$ cat config.mk
export PLATFORM = sky130hd
export DESIGN_NAME = twiddle_fetch
export DESIGN_NICKNAME = d
export VERILOG_FILES = /design/src/rtl/twiddle_pkg.sv /design/src/rtl/tw_skid_fifo.sv /design/src/rtl/twiddle_fetch.sv
export SDC_FILE = /design/constraint.sdc
export NUM_CORES = 1
export LEC_CHECK = 0
export CORE_MARGIN = 2
export CORE_UTILIZATION = 47
export DETAILED_ROUTE_END_ITERATION = 10
export GPL_ROUTABILITY_DRIVEN = 0
export PLACE_DENSITY_LB_ADDON = 0.08
export REMOVE_ABC_BUFFERS = 1
export SLEW_MARGIN = 20
export SYNTH_ARGS = -nofsm -noshare
export SYNTH_HDL_FRONTEND = slang
export SYNTH_SLANG_ARGS = --single-unit
$ cat constraint.sdc
create_clock -name clock -period 7.7 [get_ports clock]
set_clock_uncertainty 0.2 [all_clocks]
set_input_delay 2.31 -clock clock [delete_from_list [all_inputs] [get_ports clock]]
set_output_delay 2.31 -clock clock [all_outputs]
set_load 0.005 [all_outputs]
$ cat src/rtl/twiddle_pkg.sv
`default_nettype none
// ============================================================================
// Module      : twiddle_pkg
// Description : Shared types and constants for the twiddle fetch block:
//               controller state encoding, FIFO depth and credit width.
// Revision    : 1.0 - initial release
// ============================================================================
package twiddle_pkg;

    // Depth of the response FIFO that decouples ROM latency from the consumer.
    localparam int FIFO_DEPTH = 4;

    // Credit sums FIFO occupancy plus up to two reads still in flight.
    localparam int CRED_W = $clog2(FIFO_DEPTH + 2 + 1);

    typedef enum logic [1:0] {
        IDLE  = 2'd0,
        ISSUE = 2'd1,
        DRAIN = 2'd2
    } state_t;

endpackage
`default_nettype wire

$ cat src/rtl/tw_skid_fifo.sv
`default_nettype none
// ============================================================================
// Module      : tw_skid_fifo
// Description : Small circular FIFO carrying a data word plus a last flag.
//               The head is presented combinationally; count reports
//               current occupancy for upstream credit accounting.
// Revision    : 1.0 - initial release
// ============================================================================
module tw_skid_fifo #(
    parameter int DW    = 64,
    parameter int DEPTH = 4,
    parameter int CW    = 3
) (
    input  logic          clock,
    input  logic          reset_n,
    input  logic          push,
    input  logic [DW-1:0] push_data,
    input  logic          push_last,
    input  logic          pop,
    output logic [DW-1:0] head_data,
    output logic          head_last,
    output logic          head_valid,
    output logic [CW-1:0] count
);

    localparam int            PW       = (DEPTH > 1) ? $clog2(DEPTH) : 1;
    localparam logic [PW-1:0] PTR_MAX  = PW'(DEPTH - 1);
    localparam logic [CW-1:0] CNT_FULL = CW'(DEPTH);

    logic [DW-1:0]    data_q [DEPTH];
    logic [DW-1:0]    data_d [DEPTH];
    logic [DEPTH-1:0] last_q, last_d;
    logic [PW-1:0]    wr_ptr_q, wr_ptr_d;
    logic [PW-1:0]    rd_ptr_q, rd_ptr_d;
    logic [CW-1:0]    count_q, count_d;
    logic             do_push;
    logic             do_pop;

    assign head_valid = (count_q != '0);
    assign head_data  = data_q[rd_ptr_q];
    assign head_last  = last_q[rd_ptr_q];
    assign count      = count_q;

    // A full FIFO still accepts a push when the head leaves in the same cycle.
    assign do_pop  = pop && head_valid;
    assign do_push = push && ((count_q != CNT_FULL) || do_pop);

    // Next-state for storage, pointers and occupancy.
    always_comb begin
        data_d   = data_q;
        last_d   = last_q;
        wr_ptr_d = wr_ptr_q;
        rd_ptr_d = rd_ptr_q;
        count_d  = count_q;
        if (do_push) begin
            data_d[wr_ptr_q] = push_data;
            last_d[wr_ptr_q] = push_last;
            wr_ptr_d         = (wr_ptr_q == PTR_MAX) ? '0 : wr_ptr_q + 1'b1;
        end
        if (do_pop) begin
            rd_ptr_d = (rd_ptr_q == PTR_MAX) ? '0 : rd_ptr_q + 1'b1;
        end
        case ({do_push, do_pop})
            2'b10:   count_d = count_q + 1'b1;
            2'b01:   count_d = count_q - 1'b1;
            default: count_d = count_q;
        endcase
    end

    // Storage is cleared on reset so the head reads zero while empty.
    always_ff @(posedge clock or negedge reset_n) begin
        if (!reset_n) begin
            for (int i = 0; i < DEPTH; i++) begin
                data_q[i] <= '0;
            end
            last_q   <= '0;
            wr_ptr_q <= '0;
            rd_ptr_q <= '0;
            count_q  <= '0;
        end else begin
            data_q   <= data_d;
            last_q   <= last_d;
            wr_ptr_q <= wr_ptr_d;
            rd_ptr_q <= rd_ptr_d;
            count_q  <= count_d;
        end
    end

endmodule
`default_nettype wire

$ cat src/rtl/twiddle_fetch.sv
`default_nettype none
// ============================================================================
// Module      : twiddle_fetch
// Description : Streams the N/2 twiddle words of one FFT stage from a
//               one-cycle-latency ROM to a butterfly through a ready/valid
//               handshake. ROM reads are credit-limited so the response FIFO
//               can never overflow under backpressure.
//               Optional macro TWIDDLE_CONJ_EN adds a conj input that
//               negates (with saturation) the imaginary half of each word.
// Revision    : 1.0 - initial release
// ============================================================================
module twiddle_fetch
    import twiddle_pkg::*;
#(
    parameter int ADDR_WIDTH = 5,
    parameter int DATA_WIDTH = 64
) (
    input  logic                          clock,
    input  logic                          reset_n,
    input  logic                          start,
    input  logic [$clog2(ADDR_WIDTH)-1:0] stage,
`ifdef TWIDDLE_CONJ_EN
    input  logic                          conj,
`endif
    output logic                          rom_en,
    output logic [ADDR_WIDTH-1:0]         rom_addr,
    input  logic [DATA_WIDTH-1:0]         rom_dout,
    output logic [DATA_WIDTH-1:0]         tw_data,
    output logic                          tw_valid,
    input  logic                          tw_ready,
    output logic                          tw_last,
    output logic                          busy,
    output logic                          done
);

    localparam int                    SW     = $clog2(ADDR_WIDTH);
    localparam int                    JW     = ADDR_WIDTH - 1;
    localparam logic [JW-1:0]         J_LAST = '1;
    localparam logic [ADDR_WIDTH-1:0] N_HALF = {1'b1, {(ADDR_WIDTH-1){1'b0}}};

    state_t                state_q, state_d;
    logic [SW-1:0]         stage_q, stage_d;
    logic [JW-1:0]         j_q, j_d;          // index of the most recent read
    logic                  rom_en_q, rom_en_d;
    logic [ADDR_WIDTH-1:0] rom_addr_q, rom_addr_d;
    logic                  rsp_pend_q, rsp_pend_d;  // rom_dout valid this cycle
    logic                  rsp_last_q, rsp_last_d;
    logic                  done_q, done_d;
`ifdef TWIDDLE_CONJ_EN
    logic                  conj_q, conj_d;
`endif

    logic                  stage_ok;
    logic [JW-1:0]         next_j;
    logic [ADDR_WIDTH-1:0] span_mask;
    logic [ADDR_WIDTH-1:0] next_addr;
    logic [CRED_W-1:0]     fifo_count;
    logic [CRED_W-1:0]     credit;
    logic                  credit_ok;
    logic                  xfer;
    logic                  head_last;
    logic [DATA_WIDTH-1:0] wr_data;

    assign stage_ok = ({1'b0, stage} < (SW + 1)'(ADDR_WIDTH));
    assign xfer     = tw_valid && tw_ready;

    // Butterfly j of stage s reads (j mod (N >> (s+1))) * 2^s.
    assign next_j    = j_q + 1'b1;
    assign span_mask = (N_HALF >> stage_q) - 1'b1;
    assign next_addr = ({1'b0, next_j} & span_mask) << stage_q;

    // Reads already committed but not yet in the FIFO count against its space.
    assign credit    = fifo_count + CRED_W'(rom_en_q) + CRED_W'(rsp_pend_q);
    assign credit_ok = (credit < CRED_W'(FIFO_DEPTH));

`ifdef TWIDDLE_CONJ_EN
    localparam int            HW       = DATA_WIDTH / 2;
    localparam logic [HW-1:0] IMAG_MIN = {1'b1, {(HW-1){1'b0}}};
    localparam logic [HW-1:0] IMAG_MAX = {1'b0, {(HW-1){1'b1}}};
    logic [HW-1:0] imag_neg;
    // The most negative imaginary value has no positive twin, so it saturates.
    assign imag_neg = (rom_dout[HW-1:0] == IMAG_MIN) ? IMAG_MAX : (~rom_dout[HW-1:0] + 1'b1);
    assign wr_data  = conj_q ? {rom_dout[DATA_WIDTH-1:HW], imag_neg} : rom_dout;
`else
    assign wr_data  = rom_dout;
`endif

    // Controller next-state, read issue and response tracking.
    always_comb begin
        state_d    = state_q;
        stage_d    = stage_q;
        j_d        = j_q;
        rom_en_d   = 1'b0;
        rom_addr_d = rom_addr_q;
        rsp_pend_d = rom_en_q;
        rsp_last_d = rom_en_q && (j_q == J_LAST);
        done_d     = xfer && tw_last;
`ifdef TWIDDLE_CONJ_EN
        conj_d     = conj_q;
`endif
        case (state_q)
            IDLE: begin
                if (start && stage_ok) begin
                    state_d    = ISSUE;
                    stage_d    = stage;
                    j_d        = '0;
                    rom_en_d   = 1'b1;
                    rom_addr_d = '0;
`ifdef TWIDDLE_CONJ_EN
                    conj_d     = conj;
`endif
                end
            end
            ISSUE: begin
                if (rom_en_q && (j_q == J_LAST)) begin
                    state_d = DRAIN;
                end else if (credit_ok) begin
                    rom_en_d   = 1'b1;
                    j_d        = next_j;
                    rom_addr_d = next_addr;
                end
            end
            DRAIN: begin
                if (xfer && tw_last) begin
                    state_d = IDLE;
                end
            end
            default: state_d = IDLE;
        endcase
    end

    // Controller registers; reset aborts any stage and drops late ROM data.
    always_ff @(posedge clock or negedge reset_n) begin
        if (!reset_n) begin
            state_q    <= IDLE;
            stage_q    <= '0;
            j_q        <= '0;
            rom_en_q   <= 1'b0;
            rom_addr_q <= '0;
            rsp_pend_q <= 1'b0;
            rsp_last_q <= 1'b0;
            done_q     <= 1'b0;
`ifdef TWIDDLE_CONJ_EN
            conj_q     <= 1'b0;
`endif
        end else begin
            state_q    <= state_d;
            stage_q    <= stage_d;
            j_q        <= j_d;
            rom_en_q   <= rom_en_d;
            rom_addr_q <= rom_addr_d;
            rsp_pend_q <= rsp_pend_d;
            rsp_last_q <= rsp_last_d;
            done_q     <= done_d;
`ifdef TWIDDLE_CONJ_EN
            conj_q     <= conj_d;
`endif
        end
    end

    tw_skid_fifo #(
        .DW    (DATA_WIDTH),
        .DEPTH (FIFO_DEPTH),
        .CW    (CRED_W)
    ) u_fifo (
        .clock      (clock),
        .reset_n    (reset_n),
        .push       (rsp_pend_q),
        .push_data  (wr_data),
        .push_last  (rsp_last_q),
        .pop        (xfer),
        .head_data  (tw_data),
        .head_last  (head_last),
        .head_valid (tw_valid),
        .count      (fifo_count)
    );

    assign tw_last  = head_last && tw_valid;
    assign rom_en   = rom_en_q;
    assign rom_addr = rom_addr_q;
    assign busy     = (state_q != IDLE);
    assign done     = done_q;

endmodule
`default_nettype wire

# == Word level (Yosys, flattened, before mapping) ==
# Index checks and enable logic that the tools add are counted.
# totals
regBits,285
inputBits,71
output_inout_bits,74
# classes
n_addsub,8
n_lt_le_gt_ge,8
eq_ne,13
shift,2
mux,30
bitwise_logic,3
n_reduce_logical,18
# op_table
cell,count
bitwise mux 256 bit,1
2-to-1 mux 64 bit,3
binary-select mux 64 bit (select 2 bit),1
demux 64 bit (select 2 bit),1
2-to-1 mux 5 bit,3
2-to-1 mux 4 bit,3
2-to-1 mux 2 bit,5
!= test 2 bit (second input constant),5
one-hot mux 5 bit (2 select lines),1
logical AND 1 bit,9
equality test 2 bit (second input constant),4
one-hot mux 4 bit (2 select lines),1
adder 3 x 1 -> 3 bit,2
greater-or-equal comparator 3 bit (second input constant),2
< comparator 2 x 3 -> 1 bit (second input constant),2
< comparator 3 bit (second input constant),2
inverter 2 -> 3 bit,2
one-hot mux 2 bit (3 select lines),1
one-hot mux 3 bit (2 select lines),1
nonzero test 2 bit,3
AND 4 x 5 -> 5 bit,1
2-to-1 mux 1 bit,5
<< shifter 5 x 3 -> 5 bit,1
>> shifter 5 x 3 -> 5 bit (first input constant),1
other kinds (20),22

# == Longest topological paths before layout ==
# depth
word_depth,7
depth_mapped,9
ltp_nobuf,9

# == Modules after synthesis ==
# From an unflattened synthesis, not the netlist that was laid out.
# unflattened
hier_cells,745
area_unflattened_um2,12605.8
# modules_own_cells
mod,instances,cells_per_inst,area_each_um2,seq_area_each_um2
tw_skid_fifo,1,671,11713.7,6681.4
twiddle_fetch,1,74,892.1,450.4

# == Worst setup path before layout ==
# OpenSTA, ideal clock, no wires.
# synth_path
path_type,register to output
start,reg u_fifo.rd_ptr_q[0]
end,out tw_data[0]
t_arrival_ps,1605
required_ps,5190
setup_slack_ps,3585
stages_incl_launch_ff,5
path_buffers,3
path_cell_list,dfrtp_1 clkbuf_1 buf_2 buf_2 mux4_2
# synth_between
elab_chain_len,4
# synth_lines
element,line,text
from (decl),tw_skid_fifo.sv:34,"logic [PW-1:0] rd_ptr_q, rd_ptr_d;"
from (signal assigned),tw_skid_fifo.sv:84,rd_ptr_q <= rd_ptr_d;
inverter 2 -> 3 bit (implied by the code),tw_skid_fifo.sv:40,assign head_data = data_q[rd_ptr_q];
binary-select mux 64 bit (select 2 bit),tw_skid_fifo.sv:40,
2-to-1 mux 64 bit (implied by the code) (2 in a row),tw_skid_fifo.sv:40,
to (decl),twiddle_fetch.sv:28,"output logic [DATA_WIDTH-1:0] tw_data,"
# Every way passes these cells. The select of a mux whose other input is x is not followed.

# == Worst setup path after layout ==
# layout_path
start,reg u_fifo.rd_ptr_q[0]
end,out tw_data[55]
# Same word-level chain as after synthesis.

==> impl_metrics.tcl <==
set metrics [dict create \
    drt_iter0_drc 384 \
    synth_edf_count 0 \
    fin_tns_setup_ns 0 \
    synthXorXnorAreaFrac_pct 0.3233 \
    synth.area.mux_share_pct 38.63 \
    reg2reg_to "u_fifo.data_q[74]" \
    grt_first_pass_wirelength_mm 45.93 \
    power_density_nw_per_um2 494.2 \
    initial_core_util_pct 47.44 \
    wire_per_inst_um 21.58 \
    postCtsResizedCells 0 \
    yosysWarnings 0 \
    cts_sinks 285 \
    nets 972 \
    netlist_instances 748 \
    clk_path_buf_depth 3 \
    cp_data_required_time_ns 5.19 \
    grt_pass1_vias 8080 \
    critPathLaunchType "flip-flop" \
    endpoint "tw_data[55]" \
    finish.utilization_pct 56.32 \
    p_leak_nw 7.454 \
    status "complete, no violations" \
    fp.coreArea_um2 28550 \
    relSlewSlack_pct 24.74 \
    hpwl_mm 17.01 \
    crit_chain "buf_4 -> mux4_2 -> clkdlybuf4s50_1" \
    fin_crit_sh_pct 71.81 \
    worstPathArrival_ns 3.02 \
    crit_fanout 34 \
    grt_antenna_before_repair 0 \
    yosysSeqAreaShare_pct 52.66 \
    rsz0062_at_grt "no" \
    synthAdderAreaFrac_pct 0.8868 \
    grtUsageTotal_pct 19.25 \
    crit_start "u_fifo.rd_ptr_q[0]" \
    critPathSlowestCell "dfrtp_4" \
    dieArea_um2 30190 \
    routed_wl_mm 28.03 \
    area_delta_synth_final_pct 18.72 \
    die_y_um 173.8 \
    synth_top_family_by_area "multiplexers" \
    cts-root-buf "clkbuf_16" \
    postCtsHoldBufs 0 \
    antenna_left 0 \
    setup_viol 0 \
    synth_ff_type "dfrtp_1" \
    worst-setup-path-type "flip-flop to primary output" \
    cpPeakStageDelay_ns 0.91 \
    post-synth-top-count-cell "dfrtp_1" \
    synthArstFlopShare_pct 100.0 \
    hold_ws_ns 0.2698 \
    wl_met3_mm 1.306 \
    synth.distinct_cells 41 \
    min_path_type "flip-flop to flip-flop" \
    synth_simple_gate_area_share_pct 1.580 \
    ir_worst_vdd_mv 0.2060 \
    synth.largest_area_cell "dfrtp_1" \
    synthTopCellsByCount "dfrtp_1 (285), mux2_4 (200), mux2_2 (68)" \
    drc_errors 0 \
    fin_crit_ns 5.530 \
    syn-mean-instance-area_um2 18.11 \
    met2_length_mm 13.96 \
    drv_cap 0 \
    cts_buffers 34 \
    r2r-start "u_fifo.count[1]" \
    portBuffers 144 \
    fp.dieW_um 173.8 \
    worst-r2r-setup-slack_ns 4.63 \
    vias 6991 \
    viasPerCell 5.382 \
    boundaryPins 145 \
    rr_worst_depth 4 \
    grt_max_degree 119 \
    grt_overflow 0 \
    top_layer "met4" \
    drv_slew 0 \
    htreeDepth 2 \
    hold_violations 0 \
    max_freq_mhz 180.8 \
    layout-drive-gt1-share_pct 43.93 \
    synthTopCellsByArea "dfrtp_1 (53%), mux2_4 (22%), mux4_2 (11%)" \
    crit_path_end_kind "primary output" \
    worstSkewPairLatency_ns 0.50 \
    worst_pin_slew_ns 1.129 \
    wl_met1_mm 12.29 \
    syn_area_um2 13540 \
    antenna_cells 0 \
    ys_seq_elements 285 \
    post_cts_buffers 0 \
    rows 62 \
    clk_pin_slew_ns 0.05 \
    drt-pass1-iter-count 4 \
    yosys.area.top_type_share_pct 52.66 \
    cts_tree "done" \
    synth_compound_area_share_pct 1.312 \
]
[sequential cells by signal (all words and copies together) (netlist names)]
signal	count
done	1
j_q	4
rom_addr	5
rom_en	1
rsp_last_q	1
rsp_pend_q	1
stage_q	3
state_q	2
u_fifo.count	3
u_fifo.data_q	256
u_fifo.last_q	4
u_fifo.rd_ptr_q	2
u_fifo.wr_ptr_q	2
[per-layer routing]
metal | vias up | track usage [%]
met1 | 3765 | 26.03
met3 | 32 | 4.452
met4 | 0 | 4.727
met2 | 134 | 31.72
met5 | - | 0
li1 | 3060 | -
[worst max-delay path: cells and delay by family (launching register included)]
family	cells	cell delay (ns)
buffers and inverters	2	1.02
muxes	1	0.56
DFF	1	0.91
[area by class of cell]
| cell class | instances | area [µm²] |
|---|---|---|
| flip-flops and latches | 285 | 7139 |
| clock buffers | 51 | 1039 |
| fillers | 2275 | 12470 |
| multi-input cells | 407 | 5788 |
| well taps | 384 | 480.5 |
| repair buffers | 152 | 1519 |
| inverters | 12 | 45.04 |
| clock inverters | 8 | 68.82 |
[worst min-delay path by stage]
stage / depth (start not counted) / startpoint / slack, ns / endpoint
floorplan: 0 / rom_en / 0.22 / rsp_pend_q
finish: 0 / rom_en / 0.27 / rsp_pend_q
global placement: 0 / rom_en / 0.26 / rsp_pend_q
CTS: 0 / rom_en / 0.28 / rsp_pend_q
global route: 0 / rom_en / 0.30 / rsp_pend_q
detailed placement: 0 / rom_en / 0.26 / rsp_pend_q
[through the flow]
stage / power [mW] / cells / area [µm²] / setup WS [ns]
finish: 7.947 / 1299 / 16080 / 2.170
global route: 8.396 / 1299 / 16080 / 1.984
CTS: 8.047 / 1299 / 16080 / 2.083
detailed placement: 6.429 / 1240 / 14970 / 2.340
global placement: 6.281 / 1240 / 14970 / 2.377
floorplan: 5.063 / 704 / 12960 / 1.714
[report_power, final]
part / total, mW / internal, mW / leakage, nW / switching (mW)
sequential: 2.84 / 2.26 / 3.40 / 0.578
combinational: 3.53 / 2.42 / 3.50 / 1.11
clock: 1.57 / 0.964 / 0.550 / 0.611
total: 7.95 / 5.65 / 7.45 / 2.30
[placed cells by master (no fill, tap or decap), types with 2 or more instances in the layout]
cell             count
a21oi_1              3
clkdlybuf4s50_1    143
dfrtp_1            283
a21o_1               3
nor2_1               4
nand2_4              4
o21ai_0              5
a2111oi_0            2
nand2b_1             3
inv_1               12
and3_1               2
ha_1                 8
mux2_2              68
and2_1               3
clkbuf_1             8
xor2_1               3
mux4_2              65
clkbuf_16           37
nand3_1              3
nor3_1               4
xnor2_1              2
clkbuf_8             6
clkinv_2             6
dfrtp_4              2
mux2_4             200
buf_4                7
a221o_1              2
nand2_1              8
[kinds of logic (layout without fill, tap and decap cells)]
family / after synthesis / count (layout)
xor gates and xnor gates: 5 / 5
buffers and inverters: 56 / 223
and+or+nand+nor: 37 / 37
muxes: 333 / 333
AOI/OAI and AO/OA: 23 / 23
adders and majority gates: 9 / 9
DFF: 285 / 285
Note: power is estimated with default switching activity, not from simulation.
